<file path="config.mk">
export PLATFORM = sky130hd
export DESIGN_NAME = priority_encoder_rr_flat
export DESIGN_NICKNAME = d
export VERILOG_FILES = /design/src/rtl/priority_encoder_pkg.sv /design/src/rtl/priority_encoder_rr_if.sv /design/src/rtl/priority_encoder_rr_prio_scan.sv /design/src/rtl/priority_encoder_rr.sv /design/src/flat_wrapper.sv
export SDC_FILE = /design/constraint.sdc
export NUM_CORES = 1
export LEC_CHECK = 0
export CORE_AREA = 2 2 54 56
export DETAILED_ROUTE_END_ITERATION = 8
export DIE_AREA = 0 0 56 58
export HOLD_SLACK_MARGIN = 0.12
export PLACE_DENSITY = 0.69
export SLEW_MARGIN = 5
export SYNTH_ARGS = -nofsm -noshare
export SYNTH_HDL_FRONTEND = slang
export SYNTH_HIERARCHICAL = 1
export SYNTH_SLANG_ARGS = --single-unit
</file>
<file path="constraint.sdc">
create_clock -name clk -period 2.5 [get_ports clk]
set_clock_uncertainty 0.2 [all_clocks]
set_input_delay 0.375 -clock clk [delete_from_list [all_inputs] [get_ports clk]]
set_output_delay 0.375 -clock clk [all_outputs]
set_load 0.01 [all_outputs]
</file>
<file path="src/rtl/priority_encoder_pkg.sv">
// priority_encoder_pkg: shared mode encodings and pcode width helper
package priority_encoder_pkg;
  localparam logic MODE_FIXED = 1'b0;
  localparam logic MODE_RR = 1'b1;
  function automatic int pcode_width(input int n);
    return $clog2(n + 1);
  endfunction
endpackage

</file>
<file path="src/rtl/priority_encoder_rr_if.sv">
// priority_encoder_rr_if: request/result handshake bundle for the encoder
interface priority_encoder_rr_if import priority_encoder_pkg::*; #(parameter int N = 8);
  localparam int PW = pcode_width(N);
  logic mode;
  logic in_valid;
  logic in_ready;
  logic [N-1:0] req;
  logic out_valid;
  logic out_ready;
  logic [PW-1:0] out_pcode;
  logic [N-1:0] out_grant;
  modport master(output mode, in_valid, req, out_ready, input in_ready, out_valid, out_pcode, out_grant);
  modport slave(input mode, in_valid, req, out_ready, output in_ready, out_valid, out_pcode, out_grant);
endinterface

</file>
<file path="src/rtl/priority_encoder_rr_prio_scan.sv">
// prio_scan: highest set bit of a vector as index and one-hot
module prio_scan #(parameter int N = 8) (
  input  logic [N-1:0]         vec,
  output logic                 found,
  output logic [$clog2(N)-1:0] idx,
  output logic [N-1:0]         onehot
);
  localparam int IW = $clog2(N);
  // ascending scan so the last set bit seen (the highest) wins
  always_comb begin
    found = 1'b0;
    idx = '0;
    for (int i = 0; i < N; i++) begin
      if (vec[i]) begin
        found = 1'b1;
        idx = IW'(i);
      end
    end
  end
  assign onehot = found ? (N'(1) << idx) : '0;
endmodule

</file>
<file path="src/rtl/priority_encoder_rr.sv">
// priority_encoder_rr: registered fixed/round-robin priority encoder with valid/ready
module priority_encoder_rr import priority_encoder_pkg::*; #(parameter int N = 8) (
  input logic clk,
  input logic reset,
  priority_encoder_rr_if.slave bus
);
  localparam int IW = $clog2(N);
  localparam int PW = pcode_width(N);
  logic [IW-1:0] ptr, m_idx, u_idx, w_idx;
  logic [N-1:0] mask, m_oh, u_oh, w_oh;
  logic m_found, u_found, use_m, accept;
  // lines strictly below ptr are searched first; ptr = 0 leaves nothing masked
  always_comb begin
    mask = '0;
    for (int i = 0; i < N; i++) mask[i] = IW'(i) < ptr;
  end
  prio_scan #(.N(N)) u_masked (.vec(bus.req & mask), .found(m_found), .idx(m_idx), .onehot(m_oh));
  prio_scan #(.N(N)) u_full (.vec(bus.req), .found(u_found), .idx(u_idx), .onehot(u_oh));
  assign use_m = (bus.mode == MODE_RR) && m_found;
  assign w_idx = use_m ? m_idx : u_idx;
  assign w_oh = use_m ? m_oh : u_oh;
  assign bus.in_ready = !bus.out_valid || bus.out_ready;
  assign accept = bus.in_valid && bus.in_ready;
  // output stage and rotation pointer; a new accept overwrites a beat being consumed
  always_ff @(posedge clk or posedge reset) begin
    if (reset) begin
      bus.out_valid <= 1'b0;
      bus.out_pcode <= '0;
      bus.out_grant <= '0;
      ptr <= '0;
    end else if (accept) begin
      bus.out_valid <= 1'b1;
      bus.out_pcode <= u_found ? PW'(w_idx) + PW'(1) : '0;
      bus.out_grant <= w_oh;
      if (bus.mode == MODE_RR && u_found) ptr <= w_idx;
    end else if (bus.out_valid && bus.out_ready) begin
      bus.out_valid <= 1'b0;
    end
  end
endmodule

</file>
<file path="src/flat_wrapper.sv">
// flat-port wrapper written by rule: the top's interface ports become plain ports
module priority_encoder_rr_flat import priority_encoder_pkg::*;
#(parameter int N = 8)
  (clk, reset, bus_mode, bus_in_valid, bus_req, bus_out_ready, bus_in_ready, bus_out_valid, bus_out_pcode, bus_out_grant);
  priority_encoder_rr_if #(.N(N)) bus_i ();
  input logic clk;
  input logic reset;
  input wire logic [$bits(bus_i.mode)-1:0] bus_mode;
  input wire logic [$bits(bus_i.in_valid)-1:0] bus_in_valid;
  input wire logic [$bits(bus_i.req)-1:0] bus_req;
  input wire logic [$bits(bus_i.out_ready)-1:0] bus_out_ready;
  output wire logic [$bits(bus_i.in_ready)-1:0] bus_in_ready;
  output wire logic [$bits(bus_i.out_valid)-1:0] bus_out_valid;
  output wire logic [$bits(bus_i.out_pcode)-1:0] bus_out_pcode;
  output wire logic [$bits(bus_i.out_grant)-1:0] bus_out_grant;
  assign bus_i.mode = bus_mode;
  assign bus_i.in_valid = bus_in_valid;
  assign bus_i.req = bus_req;
  assign bus_i.out_ready = bus_out_ready;
  assign bus_in_ready = bus_i.in_ready;
  assign bus_out_valid = bus_i.out_valid;
  assign bus_out_pcode = bus_i.out_pcode;
  assign bus_out_grant = bus_i.out_grant;
  priority_encoder_rr #(.N(N)) u_core (.clk(clk), .reset(reset), .bus(bus_i));
endmodule
</file>
* Word level (Yosys, flattened, before mapping)
Cells that the tools add are included.
** Word-level totals
- Bits in registers :: 16
- Bits in latches :: 0
- RAM bits :: 0
- Memory bits (read-only) :: 0
- Input bits :: 13
- Output and inout bits :: 14
- Logic and storage cells :: 61
- Memories :: 0
** Cells by class
- Add/sub/neg operators :: 1
- Multipliers :: 0
- Divide/modulo/power cells :: 0
- Magnitude comparators :: 8
- Equal/unequal tests :: 0
- Shift operators :: 2
- Multiplexer cells :: 37
- Bitwise operators :: 1
- Reductions and logical operators :: 8
** Operator list (count)
- 2-to-1 mux 3 bit :: 13
- 2-to-1 mux 8 bit :: 3
- 2-to-1 mux 1 bit :: 20
- left shift 1 x 3 -> 8 bit (first input constant) :: 2
- less-than comparator 3 bit (first input constant) :: 4
- AND 8 bit :: 1
- less-than comparator 1 x 3 -> 1 bit (first input constant) :: 2
- less-than comparator 2 x 3 -> 1 bit (first input constant) :: 2
- adder 3 x 1 -> 4 bit (second input constant) :: 1
- logical AND 1 bit :: 4
- 2-to-1 mux 4 bit :: 1
- AND reduction 2 bit :: 1
- nonzero test 2 bit :: 1
- zero test 1 bit :: 1
- logical OR 1 bit :: 1

* Depth between registers and ports, before layout
Gate-level depths: netlist (run 1).
- Depth in word-level cells :: 14
- Mapped depth :: 11
- Gate-level depth less buffers :: 11

* Cells and area by module
The synthesis (run 1) kept the hierarchy.
** Modules (own cells, without submodules)
- priority_encoder_rr :: instances 1, cells an instance 83, area each 854.6 µm², seq. area each 400.4 µm²
- prio_scan :: instances 2, cells an instance 20, area each 126.4 µm², seq. area each 0.0 µm²

* Worst setup path after synthesis (run 1)
Ideal clock, no wire load.
- Kind :: register to register
- Start point :: register u_core.ptr[2]
- End point :: register u_core.bus.out_pcode[2]
- Library setup time :: 0.101 ns
- Data arrival time :: 2.423 ns
- Data required time :: 2.199 ns
- Slack :: -0.224 ns
- Stages on the path, launching flop included :: 10
- Buffers on the path :: 0
- Period minus slack after synthesis :: 2.724 ns
- Cells stage by stage :: dfrtp_1 and4_1 nor4_4 nand2_1 or3_1 and3_2 or2_1 ha_1 o21a_1 o32ai_1
** On the way
- Longest elaborated chain between the ends :: 14
- Elaborated cells on any way between the ends :: 28
- Those cells by class :: add/sub (1); order compare (8); mux (17); bitwise (1); reduce/logical (1)
** Ends and longest elaborated chain
- start, declared :: line priority_encoder_rr.sv:9 : logic [IW-1:0] ptr, m_idx, u_idx, w_idx;
- start signal, assigned :: line priority_encoder_rr.sv:35 : if (bus.mode == MODE_RR && u_found) ptr <= w_idx;
- less-than comparator 1 x 3 -> 1 bit :: line priority_encoder_rr.sv:15 : for (int i = 0; i < N; i++) mask[i] = IW'(i) < ptr;
- AND 8 bit * :: line priority_encoder_rr.sv:17 : prio_scan #(.N(N)) u_masked (.vec(bus.req & mask), .found(m_found), .idx(m_idx), .onehot(m_oh));
- 2-to-1 mux 1 bit (7 in series) :: line priority_encoder_rr_prio_scan.sv:14 : if (vec[i]) begin
- 2-to-1 mux 1 bit * :: line priority_encoder_rr_prio_scan.sv:14
- named net u_core.m_found :: line priority_encoder_rr.sv:11 : logic m_found, u_found, use_m, accept;
- logical AND 1 bit * :: line priority_encoder_rr.sv:19 : assign use_m = (bus.mode == MODE_RR) && m_found;
- 2-to-1 mux 3 bit * :: line priority_encoder_rr.sv:20 : assign w_idx = use_m ? m_idx : u_idx;
- named net u_core.w_idx[0] :: line priority_encoder_rr.sv:9
- adder 3 x 1 -> 4 bit * :: line priority_encoder_rr.sv:33 : bus.out_pcode <= u_found ? PW'(w_idx) + PW'(1) : '0;
- 2-to-1 mux 4 bit * :: line priority_encoder_rr.sv:33
- end signal, assigned :: line priority_encoder_rr.sv:33
- end, declared :: line priority_encoder_rr_if.sv:13 : modport slave(input mode, in_valid, req, out_ready, output in_ready, out_valid, out_pcode, out_grant);
Mark *: on every way through the listed nets, which the timed path passes. The rest lies on a longest branch.
A chain may end at the register's enable or synchronous reset.

* Worst setup path in the final report (run 1)
- Start point :: register u_core.ptr[1]
- End point :: register u_core.bus.out_pcode[2]
Same word-level chain as after synthesis.

==> metrics.yaml, run 1 <==
run_status:
  outcome: "complete, but fails checks"
  violations: "negative setup slack"
sta:
  slew_headroom: 0.5795
  drv_slew: 0
  finalCritPeriodShare: 1.065
  worst_pin_slew_ns: 0.6301
  finalSetupViolations: 3
  period_needed_ns: 2.663
  hold_viol: 0
  setup_ws_ns: -0.1628
  finalSetupTns_ns: -0.3647
  rsz0062_at_grt: "true"
  whs_ns: 0.2411
  max_freq_ghz: 0.3755
worst_hold_path:
  hp-class: "in2async"
routing:
  drt_iter0_markers: 37
  drc: 0
  first_pass_iters: 4
  detail-route-antenna-nets: 0
  vias: 1103
  via_per_inst: 5.154
  wl_mm: 3.058
  wl_per_cell_um: 14.29
floorplanning:
  dieArea_sq_um: 3248
  io_pins: 27
  core_area_sq_um: 2663
  start_util: 0.4159
  die_width_um: 56
  row_count: 19
  die_h_um: 58
critical_path:
  arrival_ns: 2.63
  critPathKind: "reg2reg"
  worst_setup_path_start_kind: "flip-flop"
  cpMaxStageDelayCell: "dfrtp_2"
  critical_path.top_delay_family: "simple AND/OR/NAND/NOR gates"
  crit_path_max_fanout: 5
  cp_cell_sequence: "and4_4 > nor4_4 > nand2_1 > or3_4 > and3_4 > or2_4 > ha_4 > nor3_2 > o32ai_1"
  cp.required_ns: 2.47
  path_buf_inv: 0
  slowest_delay_ns: 0.46
  cp-end-kind: "flip-flop"
run:
  maxCapViolCount: 0
synth:
  synth_top_family_by_area: "simple AND/OR/NAND/NOR gates"
  synth.area.mux_share: 0.1209
  synth_fa_ha_area_frac: 0.01130
  synth_seq_area_share: 0.3616
  synth-seq-cells: 16
  synthSimpleGateAreaFrac: 0.2508
  synthXorXnorAreaFrac: 0
  syn_area_per_cell_sq_um: 9.003
  synth_cell_types: 35
  synth_area_sq_um: 1107
  ys_warn_count: 6
  syn-instance-count: 123
  synth_compound_area_frac: 0.1932
layout:
  syn2layout_area_growth_pct: 55.93
  diodes: 0
  final_cell_mix: "buf_4, clkdlybuf4s50_1, a21oi_1"
  fin_area_sq_um: 1727
  final_common_cell: "buf_4"
  fin_nets: 198
  layout-drive-gt1-share: 0.3169
clocking:
  cts.sinks: 16
  clockBufferDepth: 2
  cts-root-buf: "clkbuf_4"
  cts_tree: "built"
  cts.clk_slew.worst_paths_ns: 0.10
  cts_buffers: 3
  htree_levels: 1
  hold_buffers: 0
  clock_latency_ns: 0.30
power:
  ir_worst_vdd_mv: 0.4404
  power_density_nw_per_um2: 580.2
  power.leakage_nw: 0.7657
place:
  place.gp.congestion: 0.8557
  dpl.hpwl_mm: 2.428
  dpl_cell_area_sq_um: 1655
  port_buffers: 26
grt:
  grt_usage: 0.2026
  overflow: 0
  grt_max_degree: 17
  first_global_vias: 1139
  grt_pass1_wl_mm: 5.119
  antenna_found_initial: 0
-- Yosys cell counts, drive strengths merged --
master | n | area (sq um)
o22ai | 2 | 12.51
nor2b | 1 | 6.260
mux2i | 10 | 100.1
o31a | 1 | 8.760
nand2 | 4 | 22.52
o211a | 1 | 10.01
o21a | 2 | 15.01
nand4 | 1 | 6.260
or3 | 2 | 12.51
and2 | 6 | 42.54
nand3 | 1 | 5.000
and4 | 1 | 8.760
and3 | 5 | 36.29
ha | 1 | 12.51
nor4 | 2 | 42.54
o32ai | 2 | 17.52
nor4b | 2 | 17.52
conb | 1 | 3.750
a21boi | 2 | 15.01
o31ai | 4 | 30.03
nor2 | 6 | 22.52
mux2 | 3 | 33.78
nand2b | 2 | 12.51
dfrtp | 16 | 400.4
or2 | 2 | 12.52
inv | 12 | 45.04
a21oi | 21 | 105.1
clkbuf | 4 | 15.01
nor3 | 3 | 15.01
buf | 1 | 5.000
nor3b | 2 | 15.01
-- worst paths after layout --
check,startpoint,endpoint,slack [ns],cells past startpoint
setup / recovery,u_core/ptr[1],u_core/bus.out_pcode[2],-0.16,9
hold / removal,reset,u_core/bus.out_grant[4],0.24,2
setup reg to reg,u_core/ptr[1],u_core/bus.out_pcode[2],-0.16,9
hold reg to reg,u_core/bus.out_pcode[2],u_core/bus.out_pcode[2],0.33,2
max in group asynchronous,reset,u_core/ptr[1],1.42,2
min in group clk,u_core/bus.out_pcode[2],u_core/bus.out_pcode[2],0.33,2
-- cells by family (layout without fill, tap and decap cells) --
family | count (synthesis) | count (layout)
adders and majority gates | 1 | 1
and+or+nand+nor | 40 | 40
other | 1 | 6
buffers and inverters | 17 | 72
AOI/OAI and AO/OA | 35 | 35
DFF | 16 | 16
muxes | 13 | 13
-- registers in the layout, summed over array words and instances, names as in the netlist --
| signal | flops |
|---|---|
| u_core/bus.out_grant | 8 |
| u_core/bus.out_pcode | 4 |
| u_core/bus.out_valid | 1 |
| u_core/ptr | 3 |
-- final cells by class --
type | instances | area, sq um
inverters | 12 | 45.04
repair buffers | 56 | 484.2
clock buffers | 4 | 36.28
flip-flops and latches | 16 | 401.6
fillers | 229 | 935.9
multi-input cells | 95 | 720.7
well taps | 31 | 38.79
-- stage by stage --
| step | power (mW) | setup WS, ns | util | cells |
|---|---|---|---|---|
| 4_1_cts | 1.002 | -0.1428 | 0.6443 | 214 |
| 6_report | 1.002 | -0.1628 | 0.6485 | 214 |
| 2_1_floorplan | 0.5599 | -0.1318 | - | 128 |
| 3_5_place_dp | 0.8002 | -0.5745 | 0.6217 | 209 |
| 3_3_place_gp | 0.7917 | -0.4883 | 0.6217 | 209 |
| 5_1_grt | 1.065 | -0.2514 | 0.6485 | 214 |
-- layer usage --
| metal | wire length, um | global-route usage | vias to the layer above | part of all wire |
|---|---|---|---|---|
| li1 | - | - | 556 | - |
| met1 | 1359 | 0.2482 | 527 | 0.44 |
| met2 | 1587 | 0.3731 | 17 | 0.52 |
| met3 | 77 | 0.03125 | 3 | 0.025 |
| met4 | 34 | 0.05102 | 0 | 0.011 |
| met5 | 0 | 0 | - | 0 |
-- repair_timing --
action	CTS	global route
gates resized for setup	6	2
setup buffers	1	1
endpoints found under the setup margin	5	9
pin swaps	5	2
cloned	0	0
endpoints found under the hold margin	0	0
-- power by group --
group | switching [mW] | total (mW) | internal (mW) | leakage, nW
registers | 0.0394 | 0.349 | 0.310 | 0.188
clock network | 0.0911 | 0.180 | 0.0889 | 0.0210
logic | 0.205 | 0.473 | 0.267 | 0.557
Note: power is estimated with default switching activity, not from simulation.
==> inputs of run 2 (changes only) <==
--- a/config.mk
+++ b/config.mk
@@ -10,6 +10,7 @@
 export DIE_AREA = 0 0 56 58
 export HOLD_SLACK_MARGIN = 0.12
 export PLACE_DENSITY = 0.69
+export RECOVER_POWER = 50
 export SLEW_MARGIN = 5
 export SYNTH_ARGS = -nofsm -noshare
 export SYNTH_HDL_FRONTEND = slang
==> constraint.sdc (replaced) <==
create_clock -name clk -period 2.5 [get_ports clk]
set_clock_uncertainty 0.2 [all_clocks]
set_input_delay 0.375 -clock clk [delete_from_list [all_inputs] [get_ports clk]]
set_output_delay 0.375 -clock clk [all_outputs]
set_load 0.05 [all_outputs]
==> run 2 against run 1 <==
  * The flow still finishes with violations (negative setup slack)
  * First-iteration DRC count down 27%
  * Core utilization down 0.14 points
  * Sequential power about the same
  * Critical path type unchanged
==> metrics.yaml, run 2 (synthesized netlist as in run 1, its figures left out) <==
critical_path:
  worstReg2RegStart: "u_core/ptr[2]"
  arrival_ns: 2.61  # -0.02 ns
  r2r-end: "u_core/bus.out_pcode[2]"
  cp.required_ns: 2.49  # +0.02 ns
  critPathKind: "reg2reg"
  crit_path_max_fanout: 5  # unchanged
  r2r_slack_ns: -0.12  # +0.05 ns
  cp-end-kind: "flip-flop"
  worst_setup_path_start_kind: "flip-flop"
  reg2reg_depth: 9  # unchanged
sta:
  finalSetupViolations: 3  # unchanged
  setup_ws_ns: -0.1151  # +0.04779 ns
  worst_pin_slew_ns: 0.6181  # -0.01196 ns
  max_freq_ghz: 0.3824  # +1.8%
  slew_headroom: 0.5875  # +0.007980
  finalCritPeriodShare: 1.046  # -0.01912
  rsz0062_at_grt: "true"
  drv_slew: 0  # unchanged
  hold_viol: 0  # unchanged
  finalSetupTns_ns: -0.2447  # +0.1201 ns
  period_needed_ns: 2.615  # -0.04779 ns
routing:
  top_layer_used: "met4"
  dr_wl_met3_um: 114  # +48%
  drc: 0  # unchanged
  drt_iter0_markers: 27  # -27%
  first_pass_iters: 4  # unchanged
  wl_met2_mm: 1.632  # +2.8%
  vias: 1130  # +2.4%
  wl_per_cell_um: 14.61  # +2.2%
  met1_length_mm: 1.329  # -2.2%
  wl_mm: 3.111  # +1.7%
  via_per_inst: 5.305  # +2.9%
  detail-route-antenna-nets: 0  # unchanged
clocking:
  cts_buffers: 3  # unchanged
  cts-root-buf: "clkbuf_4"
  cts.sinks: 16  # unchanged
  cts_tree: "built"
  htree_levels: 1  # unchanged
  clock_latency_ns: 0.28  # -0.02 ns
  cts.clk_slew.worst_paths_ns: 0.09  # about the same
  clockBufferDepth: 2  # unchanged
place:
  place.gp.congestion: 0.8794  # +2.8%
  port_buffers: 26  # unchanged
  pre_cts_ws_ns: -0.5687  # +0.005762 ns
  dpl.hpwl_mm: 2.431  # +0.13%
  place_inst: 208  # -0.48%
layout:
  syn2layout_area_growth_pct: 55.59
  layout-drive-gt1-share: 0.3187  # +0.001741
  final_util: 0.6471  # -0.001410
  final_cell_mix: "buf_4, clkdlybuf4s50_1, a21oi_1"
  largest_reg_flops: 8  # unchanged
  largest-register: "u_core/bus.out_grant"
  final_common_cell: "buf_4"
  fin_nets: 198  # unchanged
  top_regs: "u_core/bus.out_grant: 8 flops, u_core/bus.out_pcode: 4 flops, u_core/ptr: 3 flops"
  diodes: 0  # unchanged
  stdcell_count: 213  # -0.47%
floorplanning:
  row_count: 19  # unchanged
  die_width_um: 56  # unchanged
  core_area_sq_um: 2663  # unchanged
  die_h_um: 58  # unchanged
  start_util: 0.4159  # unchanged
  dieArea_sq_um: 3248  # unchanged
  io_pins: 27  # unchanged
power:
  power.leakage_nw: 0.7569  # -1.2%
  ir_worst_vdd_mv: 0.4344  # -1.4%
  total_power_mw: 1.085  # +8.3%
  power_density_nw_per_um2: 629.6  # +8.5%
worst_hold_path:
  hold_path_depth: 2
  holdPathEnd: "u_core/bus.out_pcode[2]"
  min-delay-start: "u_core/bus.out_pcode[2]"
  hp-class: "reg2reg"
run:
  maxCapViolCount: 0  # unchanged
grt:
  grt_usage: 0.2050  # +0.002451
  antenna_found_initial: 0  # unchanged
  grt_max_degree: 17  # unchanged
  grt_pass1_wl_mm: 5.382  # +5.1%
  first_global_vias: 1237  # +8.6%
  overflow: 0  # unchanged
run_status:
  violations: "negative setup slack"
  outcome: "complete, but fails checks"
-- run 2: layout make-up --
type                       count  area (sq um)
multi-input combinational     95         737.0
sequential                    16         401.6
clock buffer                   3         22.52
inverter                      12         45.04
tap                           31         38.79
fill                         237         939.7
timing repair buffer          56         478.0
-- run 2: through the flow --
step / area [sq um] / hold WS, ns
2_1_floorplan: 1159 / 0.08874
3_3_place_gp: 1658 / 0.3024
3_5_place_dp: 1658 / 0.3112
4_1_cts: 1705 / 0.2721
5_1_grt: 1723 / 0.3511
6_report: 1723 / 0.3153
-- run 2: worst max-delay path by stage --
stage	from	endpoint	slack (ns)	cells past startpoint
after global placement	bus_req[6]	u_core/bus.out_pcode[2]	-0.48	10
after CTS	u_core/ptr[2]	u_core/bus.out_pcode[2]	-0.12	9
after floorplan	u_core/ptr[2]	u_core/bus.out_pcode[2]	-0.13	9
final	u_core/ptr[2]	u_core/bus.out_pcode[2]	-0.12	9
after global routing	u_core/ptr[2]	u_core/bus.out_pcode[2]	-0.26	9
after detailed placement	bus_req[6]	u_core/bus.out_pcode[2]	-0.57	10
-- run 2: where the power goes --
group          switching [mW]  total [mW]  internal, mW  leakage [nW]
Clock                  0.0768       0.133        0.0559        0.0138
Combinational           0.333       0.604         0.272         0.556
Sequential             0.0378       0.348         0.310         0.187
-- run 2: worst max-delay path, stage by stage (launching register included) --
cell and delay [ns]:
dfrtp_1 0.43, and4_4 0.22, nor4_4 0.28, nand2_1 0.11
or3_4 0.39, and3_4 0.20, or2_4 0.24, ha_4 0.16
o21a_1 0.09, o32ai_1 0.20
-- run 2: timing repair --
action,in CTS,in global routing
pin swaps,6,3
setup endpoints to repair,6,11
setup buffers,1,2
resized for setup,7,7
hold buffers,0,0
-- run 2: routing by layer --
metal / vias up / global-route usage
li1: 555 / -
met1: 544 / 0.2315
met2: 27 / 0.3899
met3: 4 / 0.05580
met4: 0 / 0.03741
met5: - / 0
